$ cat config.mk
export PLATFORM = sky130hd
export DESIGN_NAME = rtc_stim_gen
export DESIGN_NICKNAME = d
export VERILOG_FILES = /design/src/rtl/rtc_stim_gen.sv
export SDC_FILE = /design/constraint.sdc
export NUM_CORES = 1
export LEC_CHECK = 0
export BUFFER_PORTS_ARGS = -buffer_cell sky130_fd_sc_hd__buf_4
export CAP_MARGIN = 10
export CORE_MARGIN = 2
export CORE_UTILIZATION = 30
export CTS_BUF_LIST = sky130_fd_sc_hd__clkbuf_4 sky130_fd_sc_hd__clkbuf_8 sky130_fd_sc_hd__clkbuf_16
export DETAILED_ROUTE_END_ITERATION = 8
export PLACE_DENSITY = 0.57
export SYNTH_ARGS = -nofsm -noshare
export SYNTH_HDL_FRONTEND = slang
export SYNTH_SLANG_ARGS = --single-unit
$ cat constraint.sdc
create_clock -name clk -period 6.1 [get_ports clk]
set_input_delay 0.305 -clock clk [delete_from_list [all_inputs] [get_ports clk]]
set_output_delay 0.305 -clock clk [all_outputs]
set_load 0.05 [all_outputs]
$ cat src/rtl/rtc_stim_gen.sv
// rtc_stim_gen: clocked BCD stimulus source for the RTC/chrono display path.
// Ports: clk, reset (sync, active-high), SW (mode), fmt12 (12/24 h select);
//   d_pg (page), p_cr/p_fe/p_ho (cursors), CRONO_FIN, AMPM, FORMATO,
//   HREL/MREL/SREL, DIA/MES/ANIO, HCRON/MCRON/SCRON, HRUN/MRUN/SRUN (BCD).
module rtc_stim_gen #(
    parameter int unsigned TICK_DIV = 100_000_000,
    parameter int unsigned CUR_MAX  = 3
) (
    input  logic       clk,
    input  logic       reset,
    input  logic [2:0] SW,
    input  logic       fmt12,
    output logic [1:0] d_pg,
    output logic [2:0] p_cr,
    output logic [2:0] p_fe,
    output logic [2:0] p_ho,
    output logic       CRONO_FIN,
    output logic       AMPM,
    output logic       FORMATO,
    output logic [7:0] HREL,
    output logic [7:0] MREL,
    output logic [7:0] SREL,
    output logic [7:0] DIA,
    output logic [7:0] MES,
    output logic [7:0] ANIO,
    output logic [7:0] HCRON,
    output logic [7:0] MCRON,
    output logic [7:0] SCRON,
    output logic [7:0] HRUN,
    output logic [7:0] MRUN,
    output logic [7:0] SRUN
);

    localparam int unsigned PW = $clog2(TICK_DIV);
    localparam logic [7:0] CRON_H = 8'h00;
    localparam logic [7:0] CRON_M = 8'h01;
    localparam logic [7:0] CRON_S = 8'h30;

    logic [2:0]    sw_q;
    logic [PW-1:0] presc_q, presc_d;
    logic [7:0]    sec_q, sec_d, min_q, min_d, hr_q, hr_d;
    logic [7:0]    day_q, day_d, mon_q, mon_d, yr_q, yr_d;
    logic [7:0]    rh_q, rh_d, rm_q, rm_d, rs_q, rs_d;
    logic          fin_q, fin_d;
    logic [1:0]    pg_q, pg_d;
    logic [2:0]    cur_q, cur_d;
    logic          fmt_q;
    logic [7:0]    hrel_q, hrel_d;
    logic          ampm_q, ampm_d;
    logic          sw_chg, presc_wrap, tick;

    function automatic logic [7:0] bcd_inc(input logic [7:0] v);
        logic [7:0] r;
        if (v[3:0] == 4'd9) r = {v[7:4] + 4'd1, 4'd0};
        else                r = {v[7:4], v[3:0] + 4'd1};
        return r;
    endfunction

    function automatic logic [7:0] bcd_dec(input logic [7:0] v);
        logic [7:0] r;
        if (v[3:0] == 4'd0) r = {v[7:4] - 4'd1, 4'd9};
        else                r = {v[7:4], v[3:0] - 4'd1};
        return r;
    endfunction

    // Decimal year divisible by 4: even tens with 0/4/8, odd tens with 2/6.
    function automatic logic leap(input logic [7:0] y);
        logic r;
        if (y[4]) r = (y[3:0] == 4'd2) || (y[3:0] == 4'd6);
        else      r = (y[3:0] == 4'd0) || (y[3:0] == 4'd4) ||
                      (y[3:0] == 4'd8);
        return r;
    endfunction

    function automatic logic [7:0] last_day(input logic [7:0] m,
                                            input logic [7:0] y);
        logic [7:0] r;
        case (m)
            8'h02:                      r = leap(y) ? 8'h29 : 8'h28;
            8'h04, 8'h06, 8'h09, 8'h11: r = 8'h30;
            default:                    r = 8'h31;
        endcase
        return r;
    endfunction

    function automatic logic [7:0] disp(input logic [7:0] h, input logic f);
        logic [4:0] b;
        logic [4:0] r;
        logic [7:0] o;
        b = 5'(h[3:0]) + (h[4] ? 5'd10 : 5'd0) + (h[5] ? 5'd20 : 5'd0);
        if (b == 5'd0)       r = 5'd12;
        else if (b > 5'd12)  r = b - 5'd12;
        else                 r = b;
        if (!f)              o = h;
        else if (r >= 5'd10) o = {4'd1, 4'(r - 5'd10)};
        else                 o = {4'd0, r[3:0]};
        return o;
    endfunction

    always_comb begin
        sw_chg     = (SW != sw_q);
        presc_wrap = (presc_q == PW'(TICK_DIV - 1));
        tick       = !sw_chg && (presc_wrap || SW == 3'b111);
        presc_d    = (sw_chg || presc_wrap) ? '0 : presc_q + PW'(1);
        sec_d = sec_q; min_d = min_q; hr_d  = hr_q;
        day_d = day_q; mon_d = mon_q; yr_d  = yr_q;
        rh_d  = rh_q;  rm_d  = rm_q;  rs_d  = rs_q;
        fin_d = fin_q; pg_d  = pg_q;  cur_d = cur_q;
        if (sw_chg) begin
            // Mode-entry actions happen on the change edge itself.
            case (SW)
                3'b101: begin
                    hr_d = 8'h11; min_d = 8'h22; sec_d = 8'h33;
                    day_d = 8'h28; mon_d = 8'h02; yr_d = 8'h24;
                end
                3'b110: begin
                    hr_d = 8'h23; min_d = 8'h59; sec_d = 8'h50;
                    day_d = 8'h31; mon_d = 8'h12; yr_d = 8'h99;
                end
                3'b010, 3'b011: begin
                    rh_d = CRON_H; rm_d = CRON_M; rs_d = CRON_S;
                    fin_d = 1'b0;
                end
                default: ;
            endcase
        end else begin
            if (tick && (SW == 3'b001 || SW == 3'b011 || SW == 3'b111)) begin
                if (sec_q != 8'h59) sec_d = bcd_inc(sec_q);
                else begin
                    sec_d = 8'h00;
                    if (min_q != 8'h59) min_d = bcd_inc(min_q);
                    else begin
                        min_d = 8'h00;
                        if (hr_q != 8'h23) hr_d = bcd_inc(hr_q);
                        else begin
                            hr_d = 8'h00;
                            if (day_q != last_day(mon_q, yr_q)) begin
                                day_d = bcd_inc(day_q);
                            end else begin
                                day_d = 8'h01;
                                if (mon_q != 8'h12) mon_d = bcd_inc(mon_q);
                                else begin
                                    mon_d = 8'h01;
                                    yr_d  = (yr_q == 8'h99) ? 8'h00
                                                            : bcd_inc(yr_q);
                                end
                            end
                        end
                    end
                end
            end
            if (SW == 3'b010 || SW == 3'b011) begin
                // A zero count flags done even without a tick.
                if ({rh_q, rm_q, rs_q} == 24'h0) fin_d = 1'b1;
                else if (tick) begin
                    if (rs_q != 8'h00) rs_d = bcd_dec(rs_q);
                    else begin
                        rs_d = 8'h59;
                        if (rm_q != 8'h00) rm_d = bcd_dec(rm_q);
                        else begin
                            rm_d = 8'h59;
                            rh_d = bcd_dec(rh_q);
                        end
                    end
                    if ({rh_d, rm_d, rs_d} == 24'h0) fin_d = 1'b1;
                end
            end
            if (SW == 3'b100 && tick) begin
                pg_d  = pg_q + 2'd1;
                cur_d = (cur_q == 3'(CUR_MAX)) ? 3'd0 : cur_q + 3'd1;
            end
        end
        // Display hour tracks the new hour and the new format together.
        hrel_d = disp(hr_d, fmt12);
        ampm_d = (hr_d >= 8'h12);
    end

    always_ff @(posedge clk) begin
        if (reset) begin
            sw_q  <= 3'd0;  presc_q <= '0;
            sec_q <= 8'h00; min_q <= 8'h00; hr_q <= 8'h00;
            day_q <= 8'h01; mon_q <= 8'h01; yr_q <= 8'h00;
            rh_q  <= 8'h00; rm_q  <= 8'h00; rs_q <= 8'h00;
            fin_q <= 1'b0;  pg_q  <= 2'd0;  cur_q <= 3'd0;
            fmt_q <= 1'b0;  hrel_q <= 8'h00; ampm_q <= 1'b0;
        end else begin
            sw_q  <= SW;    presc_q <= presc_d;
            sec_q <= sec_d; min_q <= min_d; hr_q <= hr_d;
            day_q <= day_d; mon_q <= mon_d; yr_q <= yr_d;
            rh_q  <= rh_d;  rm_q  <= rm_d;  rs_q <= rs_d;
            fin_q <= fin_d; pg_q  <= pg_d;  cur_q <= cur_d;
            fmt_q <= fmt12; hrel_q <= hrel_d; ampm_q <= ampm_d;
        end
    end

    assign d_pg = pg_q;
    assign p_cr = cur_q;
    assign p_fe = cur_q;
    assign p_ho = cur_q;
    assign CRONO_FIN = fin_q;
    assign AMPM = ampm_q;
    assign FORMATO = fmt_q;
    assign HREL = hrel_q;
    assign MREL = min_q;
    assign SREL = sec_q;
    assign DIA = day_q;
    assign MES = mon_q;
    assign ANIO = yr_q;
    assign HCRON = CRON_H;
    assign MCRON = CRON_M;
    assign SCRON = CRON_S;
    assign HRUN = rh_q;
    assign MRUN = rm_q;
    assign SRUN = rs_q;

endmodule
-- Word level (Yosys, flattened, before mapping)
Index checks and enable logic that the tools add are counted.
W data, S select, Z words.
- input bits: 6
- word-level logic and storage cells: 244
- ROM bits: 0
- latch bits: 0
- memories: 0
- bits in registers: 118
- output and inout port bits: 110
- bits in writable memories: 0
- equal/unequal tests: 43
- divide/modulo/power cells: 0
- reduce and logical (&&, ||, !) cells: 43
- bitwise logic cells: 1
- add/subtract/negate cells: 25
- $lt $le $gt $ge: 3
- multiply operators: 0
- shifts and indexed selects: 0
- multiplexer cells: 107
- operators with widths (cell ; number):
    $mux W8 ; 80
    $pmux W8 S2 ; 6
    $add A4 B1 Y4 const B ; 12
    $logic_not A24 Y1 ; 2
    $eq A4 B4 Y1 const B ; 7
    $add A27 B1 Y27 const B ; 1
    $eq A27 B27 Y1 const B ; 1
    $sub A4 B1 Y4 const B ; 6
    $mux W5 ; 4
    $eq A8 B3 Y1 const B ; 2
    $logic_not A4 Y1 ; 4
    $ne A8 B7 Y1 const B ; 2
    $reduce_bool A8 Y1 ; 2
    $mux W1 ; 14
    $reduce_and A7 Y1 ; 2
    $eq A3 B3 Y1 const B ; 4
    $ne A2 B2 Y1 const B ; 6
    $ne A3 B2 Y1 const B ; 4
    $reduce_and A4 Y1 ; 3
    $reduce_and A6 Y1 ; 2
    $pmux W5 S2 ; 1
    $eq A3 B2 Y1 const B ; 3
    $reduce_bool A3 Y1 ; 3
    $eq A4 B3 Y1 const B ; 2
    other kinds (35) ; 49

-- Longest topological paths before layout
Gate-level depths: netlist of run 1.
- depth in word-level cells: 24
- mapped depth: 25
- mapped depth without buffers: 24

-- Worst setup path before layout of run 1
OpenSTA, ideal clock, no wires.
- path kind: register to register
- from: register sec_q[0], in the netlist SREL[0]
- to: register hrel_q[1], in the netlist HREL[1]
- buffers on the path: 1
- library setup time: 0.122 ns
- arrival: 5.474 ns
- slack: 0.505 ns
- period minus slack after synthesis: 5.595 ns
- data required time: 5.978 ns
- cell stages (with the launch flop): 24
- path through: dfxtp_1 > ha_1 > nand3b_1 > or4_4 > nor2_1 > nand2_1 > o21ai_0 > a21oi_1 > a21oi_1 > inv_1 > ha_1 > a21o_1 > a21o_1 > nand3_1 > a221oi_2 > or4_4 > buf_6 > or2_2 > o21ai_0 > ha_1 > nor2_1 > o31ai_2 > nand2_1 > a221o_1
- elaborated cells on any way between the ends: 17
- classes of those cells: add/sub: 4; order compare: 2; eq/ne: 1; mux: 9; reduce/logical: 1
- RTL lines (element ; RTL line ; text):
    start: declaration ; 41 ; logic [7:0] sec_q, sec_d, min_q, min_d, hr_q, hr_d;
    start signal: assignment ; 181 ; sec_q <= 8'h00; min_q <= 8'h00; hr_q <= 8'h00;
    start signal: assignment ; 188 ; sec_q <= sec_d; min_q <= min_d; hr_q <= hr_d;
    $ne A8 B7 Y1 (*) ; 128 ; if (sec_q != 8'h59) sec_d = bcd_inc(sec_q);
    $mux W8 (*) ; 128 ;
    $mux W8 (*) ; 127 ; if (tick && (SW == 3'b001 || SW == 3'b011 || SW == 3'b111)) begin
    $mux W8 (*) ; 109 ; if (sw_chg) begin
    via hr_d[2] ; 41 ;
    $add A4 B4 Y5 (*) ; 90 ; b = 5'(h[3:0]) + (h[4] ? 5'd10 : 5'd0) + (h[5] ? 5'd20 : 5'd0);
    $add A5 B5 Y5 (*) ; 90 ;
    $sub A5 B4 Y5 / $gt A5 B4 Y1 (equally long branches) ; 92 ; else if (b > 5'd12) r = b - 5'd12;
    $mux W5 ; 92 ;
    $mux W5 (*) ; 91 ; if (b == 5'd0) r = 5'd12;
    $ge A5 B4 Y1 / $sub A4 B4 Y4 (equally long branches) ; 95 ; else if (r >= 5'd10) o = {4'd1, 4'(r - 5'd10)};
    $mux W5 (*) ; 95 ;
    $mux W8 (*) ; 94 ; if (!f) o = h;
    end signal: assignment ; 192 ; fmt_q <= fmt12; hrel_q <= hrel_d; ampm_q <= ampm_d;
    end: declaration ; 48 ; logic [7:0] hrel_q, hrel_d;
Mark *: on every way through the listed nets, which the timed path passes. The rest lies on a longest branch.
A chain may end at the register's enable or synchronous reset.

-- Final worst setup path of run 1
Same ends and word-level chain as after synthesis.

==> summary.md, run 1 <==
| Metric | Value |
|---|---|
| Tightest Hold Check Type | in -> reg |
| Final Net Count | 1,042 |
| Max cap viols | 0 |
| EDFF count, synth | 0 |
| P per Cell Area | 249.0 mW/mm^2 |
| Startpoint types | flop |
| Rows | 56 |
| # port buffers | 91 |
| Final std cells w/o fill | about 1,300 |
| R2R Path Start | SREL[0] |
| Achievable Freq | 178.6 MHz |
| Clk_lat worst skew | around 0.42 ns |
| Multi-input logic area | 0.004438 sq mm |
| Synth warn | 0 |
| # setup viols final | 0 |
| Final period util | 91.81% |
| Status | completed |
| Synth top area share | 32.51% |
| Routed len/inst | 14.38 microns |
| Synth top cells by count | nor2_1 (124), dfxtp_1 (118), o21ai_0 (72), a21oi_1 (70), nand2_1 (59) |
| Die Ht | 159.6 microns |
| DR pass1 iterations | 5 |
| CTS max path bufs | 2 |
| Share of layout cells above drive strength 1 | 15.48% |
| Register area | roughly 0.0024 sq mm |
| Routability cong. | 0.8238 |
| TritonCTS clock tree | done |
| Post-Syn Instances | 929 |
| CTS Sinks | 118 |
| Distinct cells, synth | 83 |
| Core footprint | 0.02361 sq mm |
| Post-DP HPWL | 13,650 microns |
| Post-CTS Setup Bufs | 0 |
| CTS Buf Count | 17 |
| Post-synthesis sequential area ratio | 32.51% |
| Vias in the first global route | 6,184 |
| Die ar. | 0.02548 sq mm |
| Final hold violations | 0 |
| CTS Root Cell | clkbuf_16 |
| Fin. max-slew vios | 0 |
| PostCTS Resize Cnt | 0 |
| Dominant synthesized flop cell | dfxtp_1 |
| Setup TNS | 0 ns |
| Critical path arrival | approximately 6 ns |
| Clock-pin slew on the worst setup and hold paths | 0.05 ns |
| Synth area leader | dfxtp_1 |
| Crit Path Class | reg -> reg |
| H-tree lvl count | 4 |
| Setup crit start | SREL[0] |
| Period minus WS final | between 5 and 6 ns |
| Mapped Area | 0.007267 sq mm |
| Initial antenna violation count | 0 |
| Initial Utilization | 30.78% |
| RSZ-0062 raised after global routing | no |
| Pin count of the biggest net entering global routing | 67 |
| FFs w/ async S/R, synth | 0% |
| Clock Skews | 0.01183 ns |
| Slack of the critical path | ~0.5 ns |
| Leakage | 0.003438 uW |
| # DRC | 0 |
| Worst Tran Pin Value | 1.037 ns |
| Via count | 6,802 |
| Placed insts | 1,303 |
| Filler cells | 2,449 |
| Synthesized area per cell | ~7.8 sq um |
| Critical Path RT | 6.40 ns |
| Cts hold-fix bufs | 0 |
| Dpl ws | 0.5032 ns |
| Crit end category | flop |
| Worst hold path startpoint | fmt12 |
| Detail Route Antenna Nets | 0 |
| Routed Wire Length | 19,170 microns |
| Layout area overhead | 19.37% |
| Top-count cell post-synth | nor2_1 |
| # diodes | 0 |
| Critical-path maximum fanout | 9 |
| Slew Limit Headroom | 30.69% |
| Boundary Pins | 116 |
| Gr ovfl total | 0 |
| Max IR drop VDD | between 0.00015 and 0.0002 V |
| Largest cells by area after synthesis | dfxtp_1 (33%), nor2_1 (6.4%), ha_1 (5.5%) |
| Global-route wire length before repair | between 30,000 and 40,000 microns |
| Die width | 159.6 microns |
| Yosys reg bits | 118 |
| Initial drt markers | 419 |
| Tot GR Track Use | 14.96% |
| Vias per cell | 5.103 |
## path summary, 6_finish.rpt
check	end	slack, ns	depth (start not counted)
worst max-delay path	HREL[1]	0.50	22
worst min-delay path	HREL[5]	0.13	2
worst max register to register	HREL[1]	0.50	22
worst min register to register	presc_q[0]	0.46	1
## sequential cells by signal, summed over array words and instances, names as in the netlist, 2 cells and up
signal   flops
HREL         8
d_pg         2
sw_q         3
p_cr         3
SREL         8
ANIO         8
HRUN         8
SRUN         8
MREL         8
presc_q     27
DIA          8
MES          8
MRUN         8
hr_q         8
## layer usage
| metal | vias to the layer above | share of wire, % | GRT usage (%) |
|---|---|---|---|
| li1 | 3421 | - | - |
| met2 | 151 | 47 | 24.40 |
| met5 | - | 0 | 0 |
| met4 | 0 | 1.5 | 5.165 |
| met1 | 3208 | 47 | 19.25 |
| met3 | 22 | 5.1 | 3.714 |
## critical path: stages, from the launching register on
cell and delay (ns):
dfxtp_1 0.41, ha_1 0.21, nand3b_1 0.21, or4_4 0.62, nor2_1 0.24, nand2_1 0.18, o21ai_0 0.22, a21oi_1 0.10
a21oi_2 0.20, inv_1 0.10, ha_1 0.29, a21o_1 0.19, a21o_1 0.21, nand3_1 0.12, a221oi_2 0.07, or4_4 0.61
or2_2 0.35, o21ai_0 0.17, ha_1 0.23, nor2_1 0.07, o31ai_2 0.25, nand2_1 0.12, a221o_1 0.31
## through the flow
stage	hold slack [ns]	power, uW	instance area (sq um)	util (%)
floorplan	0.4295	1122	7350	-
global placement	0.4463	1198	8104	34.32
detailed placement	0.4531	1197	8104	34.32
CTS	0.1133	2184	8671	36.72
global route	0.1374	2255	8675	36.74
finish	0.1324	2160	8675	36.74
## final cells by class
type	instances	share of cell area (%)
Clock buffer	20	5.308
Clock inverter	10	1.226
Inverter	48	2.077
Multi-Input combinational cell	721	51.16
Sequential cell	118	27.23
Tap cell	319	4.601
Timing Repair Buffer	97	8.395
## cells by family after synthesis
group	share of synthesized area [%]
multiplexers	0.8265
adder cells (fa/ha/maj)	5.785
flip-flops	32.51
XOR/XNOR	4.098
AO/OA/AOI/OAI	21.66
AND/OR/NAND/NOR	27.41
buffers and inverters	7.610
other	0.1033
## where the power goes
part	leakage (uW)	switching (uW)	total (uW)	internal [uW]
registers	0.000957	27.8	820	792
clock network	0.000284	360	977	617
logic	0.00220	255	364	109
## cells in the final DEF (no fill, tap or decap), types with 9 or more instances in the layout
cell       Yosys  final
conb_1         2     24
o21ai_0       72     72
nand3b_1      15     15
inv_1         48     48
and3_1        12     12
or3_1         11     11
dfxtp_1      118    118
buf_4         31     97
clkbuf_16      0     17
nand3_1       37     37
a211oi_1      15     15
o211ai_1      13     13
xnor2_1       23     23
and2_1         9      9
nor2b_1       13     13
xor2_1        11     11
nand2_1       59     59
nor3_1        34     34
ha_1          32     32
nor2_1       124    124
a21oi_1       70     69
nand4_1       10     10
(Power assumes the default switching activity.)
==> run 2: changes to the inputs <==
- CELL_PAD_IN_SITES_DETAIL_PLACEMENT: default -> 1
- CELL_PAD_IN_SITES_GLOBAL_PLACEMENT: default -> 2
- PLACE_DENSITY: 0.57 -> 0.83
- clock period: 6.1 -> 7.2 ns (I/O delays scaled with it)
==> run 2 against run 1 <==
Worst hold slack improved by 0.053 ns. Clock power fell by 15%. Maximum frequency decreased by 3.0%. Combinational power down 13%. Critical path depth unchanged. Count of clock-buffer cells in the layout rose by 4. Die area stayed put. Critical path type unchanged. Critical endpoint unchanged. Largest power group unchanged. Highest routed layer unchanged.
==> summary.md, run 2 (same netlist as run 1, synthesis figures left out) <==
| Metric | Value |
|---|---|
| Status | completed |
| Routability cong. | ~0.82 |
| Die Ht | 159.6 microns |
| Period minus WS final | 5.776 ns |
| Pin count of the biggest net entering global routing | 66 |
| Wire length on met2 | 10,260 microns |
| # port buffers | between 90 and 100 |
| Routed Wire Length | about 22,000 microns |
| Clock-pin slew on the worst setup and hold paths | 0.06 ns |
| Hold Crit Depth | 2 |
| Tot GR Track Use | 17.60% |
| Cts hold-fix bufs | 0 |
| Worst Path Buf+Inv | 1 |
| RSZ-0062 raised after global routing | no |
| Reg2reg end | HREL[1] |
| Commonest cells after routing, fill and taps aside | nor2_1 (124), dfxtp_1 (118), buf_4 (97) |
| Layout area overhead | 19.44% |
| Critical Path RT | ~7.5 ns |
| Met3 wire length | 714 microns |
| R2R Path Start | SREL[0] |
| Most common cell after layout, fill and taps aside | nor2_1 |
| Hold EP | HREL[7] |
| Crit-path max cell delay | about 0.63 ns |
| Routed len/inst | around 17 microns |
| Boundary Pins | 116 |
| Dpl ws | 1.442 ns |
| Final Net Count | roughly 1,000 |
| # DRC | 0 |
| TritonCTS clock tree | done |
| Critical path arrival | approximately 6 ns |
| Crit end category | flop |
| Via count | 6,873 |
| Worst Tran Pin Value | between 1 and 1.5 ns |
| Worst hold path startpoint | fmt12 |
| CP max-delay cell | or4_4 |
| Die width | 159.6 microns |
| Setup crit start | SREL[0] |
| Wl on met1 | 10,930 microns |
| Clock Skews | 0.01025 ns |
| CTS max path bufs | 2 |
| Share of layout cells above drive strength 1 | 15.55% |
| CP cell instances | ha_1, nand3b_1, or4_4, nor2_1, nand2_1, o21ai_0, a21oi_1, a21oi_1, inv_1, ha_1, a21o_1, a21o_1, nand3_1, a221oi_2, or4_4, or2_2, o21ai_0, ha_1, nor2_1, o31ai_2, nand2_1, a221o_1 |
| Gr ovfl total | 0 |
| Post-DP HPWL | roughly 16,000 microns |
| Max IR drop VDD | around 0.00016 V |
| Setup TNS | 0 ns |
| # diodes | 0 |
| Final period util | 80.22% |
| Final hold violations | 0 |
| Initial antenna violation count | 0 |
| Max cap viols | 0 |
| Fin. max-slew vios | 0 |
| Detail Route Antenna Nets | 0 |
| Largest register FFs | 27 |
| Leakage | 0.003446 uW |
| H-tree lvl count | 4 |
| Cells on worst reg2reg path | 22 |
| Slack of the critical path | 1.424 ns |
| Slew Limit Headroom | 25.16% |
| Vias per cell | 5.148 |
| Most flop-heavy register | presc_q |
| CTS Root Cell | clkbuf_16 |
| Clk_lat worst skew | around 0.42 ns |
| DR pass1 iterations | 4 |
| Crit Path Class | reg -> reg |
| # setup viols final | 0 |
| PostCTS Resize Cnt | 0 |
| Rows | 56 |
| Startpoint types | flop |
| Die ar. | around 0.025 sq mm |
| Initial Utilization | 30.78% |
| Critical-path maximum fanout | 9 |
| Post-CTS Setup Bufs | 0 |
| P per Cell Area | 212.7 mW/mm^2 |
| Initial drt markers | 339 |
| Global-route wire length before repair | ~37,000 microns |
| Worst path most repeated cell | ha_1 |
| Uppermost routed layer | met4 |
| Tightest Hold Check Type | in -> reg |
| CTS Buf Count | 17 |
| Hold WS | between 0.15 and 0.2 ns |
| Core footprint | roughly 0.024 sq mm |
| Achievable Freq | 173.1 MHz |
| Top delay family on crit path | simple AND/OR/NAND/NOR gates |
| Vias in the first global route | 6,966 |
| Reg2Reg Setup Slack | 1.42 ns |
| CTS Sinks | 118 |
run 2: through the flow:
| step | std cells | total power (uW) | cell area (sq um) | util (%) |
|---|---|---|---|---|
| 2_1_floorplan | 951 | 950.5 | 7350 | - |
| 3_5_place_dp | 1303 | 1026 | 8104 | 34.32 |
| 3_3_place_gp | 1303 | 1021 | 8104 | 34.32 |
| 5_1_grt | 1335 | 1935 | 8680 | 36.76 |
| 4_1_cts | 1335 | 1874 | 8680 | 36.76 |
| 6_report | 1335 | 1846 | 8680 | 36.76 |
run 2: area by class of cell:
type / count / area, sq um
Tap cell: 319 / 399.1
Clock inverter: 8 / 72.57
Inverter: 48 / 180.2
Clock buffer: 24 / 503.0
Fill cell: 2911 / 14930
Multi-Input combinational cell: 721 / 4434
Timing Repair Buffer: 97 / 728.2
Sequential cell: 118 / 2362
run 2: power by group:
group	internal (uW)	switching, uW
Clock	521	314
Sequential	671	25.3
Combinational	92.5	223
run 2: how the worst max path moves through the flow:
stage,endpoint,slack (ns),cells after the start
final,HREL[1],1.42,22
after global routing,HREL[1],1.00,22
after floorplan,HREL[1],1.60,23
after CTS,HREL[1],1.42,22
after global placement,HREL[1],1.64,22
after detailed placement,HREL[1],1.44,22
run 2: routing by layer:
layer	GRT usage [%]	up-vias
met3	3.377	12
met2	29.30	115
li1	-	3431
met1	23.36	3315
met4	4.587	0
met5	0	-
==> run 3: changes to the inputs <==
- clock period: 7.2 -> 5.5 ns (I/O delays scaled with it)
==> run 3 against run 2 <==
Utilization up 0.91 points. Final area up 2.5%. Final cell count up 1.3%. Clock power up 33%. Largest power group unchanged.
==> summary.md, run 3 (same netlist as run 1, synthesis figures left out) <==
| Metric | Value |
|---|---|
| # setup viols final | 0 |
| Clk_lat worst skew | 0.42 ns |
| Vias in the first global route | just under 7,000 |
| Status | completed |
| CTS max path bufs | 2 |
| Crit end category | flop |
| Gr ovfl total | 0 |
| Leakage | 0.003538 uW |
| Tot GR Track Use | 17.37% |
| # DRC | 0 |
| R2R Path Start | presc_q[8] |
| Tightest Hold Check Type | in -> reg |
| Initial antenna violation count | 0 |
| Share of layout cells above drive strength 1 | 18.68% |
| Routability cong. | 0.8050 |
| Via count | between 7,000 and 8,000 |
| Routed len/inst | 16.57 microns |
| Cts hold-fix bufs | 0 |
| Critical path arrival | ~5.5 ns |
| Worst Tran Pin Value | 1.088 ns |
| Largest register FFs | 27 |
| Die Ht | 159.6 microns |
| Period minus WS final | around 5.2 ns |
| Most flop-heavy register | presc_q |
| Startpoint types | flop |
| Slew Limit Headroom | 27.27% |
| DR pass1 iterations | 4 |
| # port buffers | 91 |
| Core footprint | about 0.024 sq mm |
| Rows | 56 |
| # diodes | 0 |
| Filler cells | 2,891 |
| Crit Path Class | reg -> reg |
| Max IR drop VDD | 0.0001778 V |
| Die ar. | 0.02548 sq mm |
| Critical Path RT | 5.81 ns |
| Comb power frac | 17.5% |
| Pin count of the biggest net entering global routing | 37 |
| Clock Skews | around 0.012 ns |
| Multi-input logic area | about 0.0045 sq mm |
| Die width | 159.6 microns |
| P per Cell Area | roughly 280 mW/mm^2 |
| Pint | 1695 uW |
| Most common cell after layout, fill and taps aside | nor2_1 |
| Hold WS | 0.09831 ns |
| Routed Wire Length | about 22,000 microns |
| Final std cells w/o fill | 1,352 |
| Post-DP HPWL | 15,900 microns |
| Placed insts | 1,315 |
| Setup crit start | presc_q[8] |
| Layout area overhead | 22.38% |
| Achievable Freq | 191.6 MHz |
| TritonCTS clock tree | done |
| CTS Sinks | 118 |
| Boundary Pins | about 120 |
| Register area | 0.002369 sq mm |
| Initial drt markers | 430 |
| Sw Pwr | 759.1 uW |
| Reg2Reg Setup Slack | ~0.28 ns |
| Critical Path Sink | HREL[1] |
| Global-route wire length before repair | 36,370 microns |
| Final Net Count | roughly 1,100 |
| Critical-path maximum fanout | 5 |
| Switching share of power | 30.93% |
| Initial Utilization | between 30% and 40% |
| Setup TNS | 0 ns |
| CTS Buf Count | 17 |
| H-tree lvl count | 4 |
| CTS Root Cell | clkbuf_16 |
| Commonest cells after routing, fill and taps aside | nor2_1 (123), buf_4 (114), dfxtp_1 (113) |
| Detail Route Antenna Nets | 0 |
| Final hold violations | 0 |
| Max cap viols | 0 |
| Fin. max-slew vios | 0 |
| Reg2reg end | HREL[1] |
| Vias per cell | 5.191 |
| Sequential fraction of design power | a little under two fifths |
| Cells on worst reg2reg path | 20 |
| Clock share of power | 45.4% |
| Final period util | 94.90% |
| Clock-pin slew on the worst setup and hold paths | 0.06 ns |
==> run 3: repair_timing <==
action	in CTS	in global routing
resized for setup	0	21
hold endpoints to repair	0	0
setup endpoints to repair	0	4
setup buffers	0	5
==> run 3: power groups by stage <==
stage	Sequential [uW]	Clock (uW)	Combinational, uW
3_5_place_dp	928	0	418
5_1_grt	914	1180	468
4_1_cts	910	1140	421
3_3_place_gp	927	0	416
6_report	910	1110	429
2_1_floorplan	982	0	263
==> run 3: cell type report <==
| type | count | share of cell area [%] |
|---|---|---|
| multi-input cells | 721 | 50.66 |
| flip-flops and latches | 118 | 26.63 |
| repair buffers | 114 | 9.623 |
| clock buffers | 20 | 5.107 |
| well taps | 319 | 4.488 |
| inverters | 48 | 2.026 |
| clock inverters | 12 | 1.463 |
==> run 3: worst min path at each step <==
| stage | start | end | slack (ns) | cells after the start |
|---|---|---|---|---|
| after CTS | fmt12 | HREL[5] | 0.09 | 2 |
| after global placement | presc_q[0] | presc_q[0] | 0.44 | 1 |
| after global routing | fmt12 | HREL[5] | 0.11 | 2 |
| after detailed placement | presc_q[0] | presc_q[0] | 0.46 | 1 |
| after floorplan | presc_q[0] | presc_q[0] | 0.43 | 1 |
| final | fmt12 | HREL[7] | 0.1 | 2 |
==> run 3: layer usage <==
metal | track usage, % | vias up | share of wire (%)
li1 | - | 3450 | -
met1 | 23.01 | 3445 | 48
met2 | 29.14 | 113 | 48
met3 | 3.039 | 10 | 2.7
met4 | 4.669 | 0 | 1.0
met5 | 0 | - | 0
==> run 3: worst max-delay path, cell delays in order, from the launching register on <==
cell	delay (ns)
dfxtp_1	0.34
nor3b_1	0.30
nand4_2	0.25
o41ai_4	0.54
and3_4	0.31
o21ai_0	0.09
a211o_1	0.37
ha_1	0.23
a21o_1	0.18
a21o_1	0.21
a41o_1	0.24
or4_4	0.55
or2_2	0.35
o211ai_1	0.10
o21ai_1	0.10
ha_2	0.20
nor2_1	0.13
o31ai_2	0.09
buf_4	0.14
and3_1	0.15
a221o_1	0.25
==> run 3: stage by stage <==
stage / cell area [sq um] / utilization, % / setup WS, ns / total power [uW]
floorplan: 7353 / - / 0.06630 / 1245
global placement: 8198 / 34.72 / 0.2453 / 1343
detailed placement: 8198 / 34.72 / 0.05001 / 1346
CTS: 8782 / 37.19 / 0.03113 / 2473
global route: 8894 / 37.66 / -0.04403 / 2567
finish: 8894 / 37.66 / 0.2805 / 2454
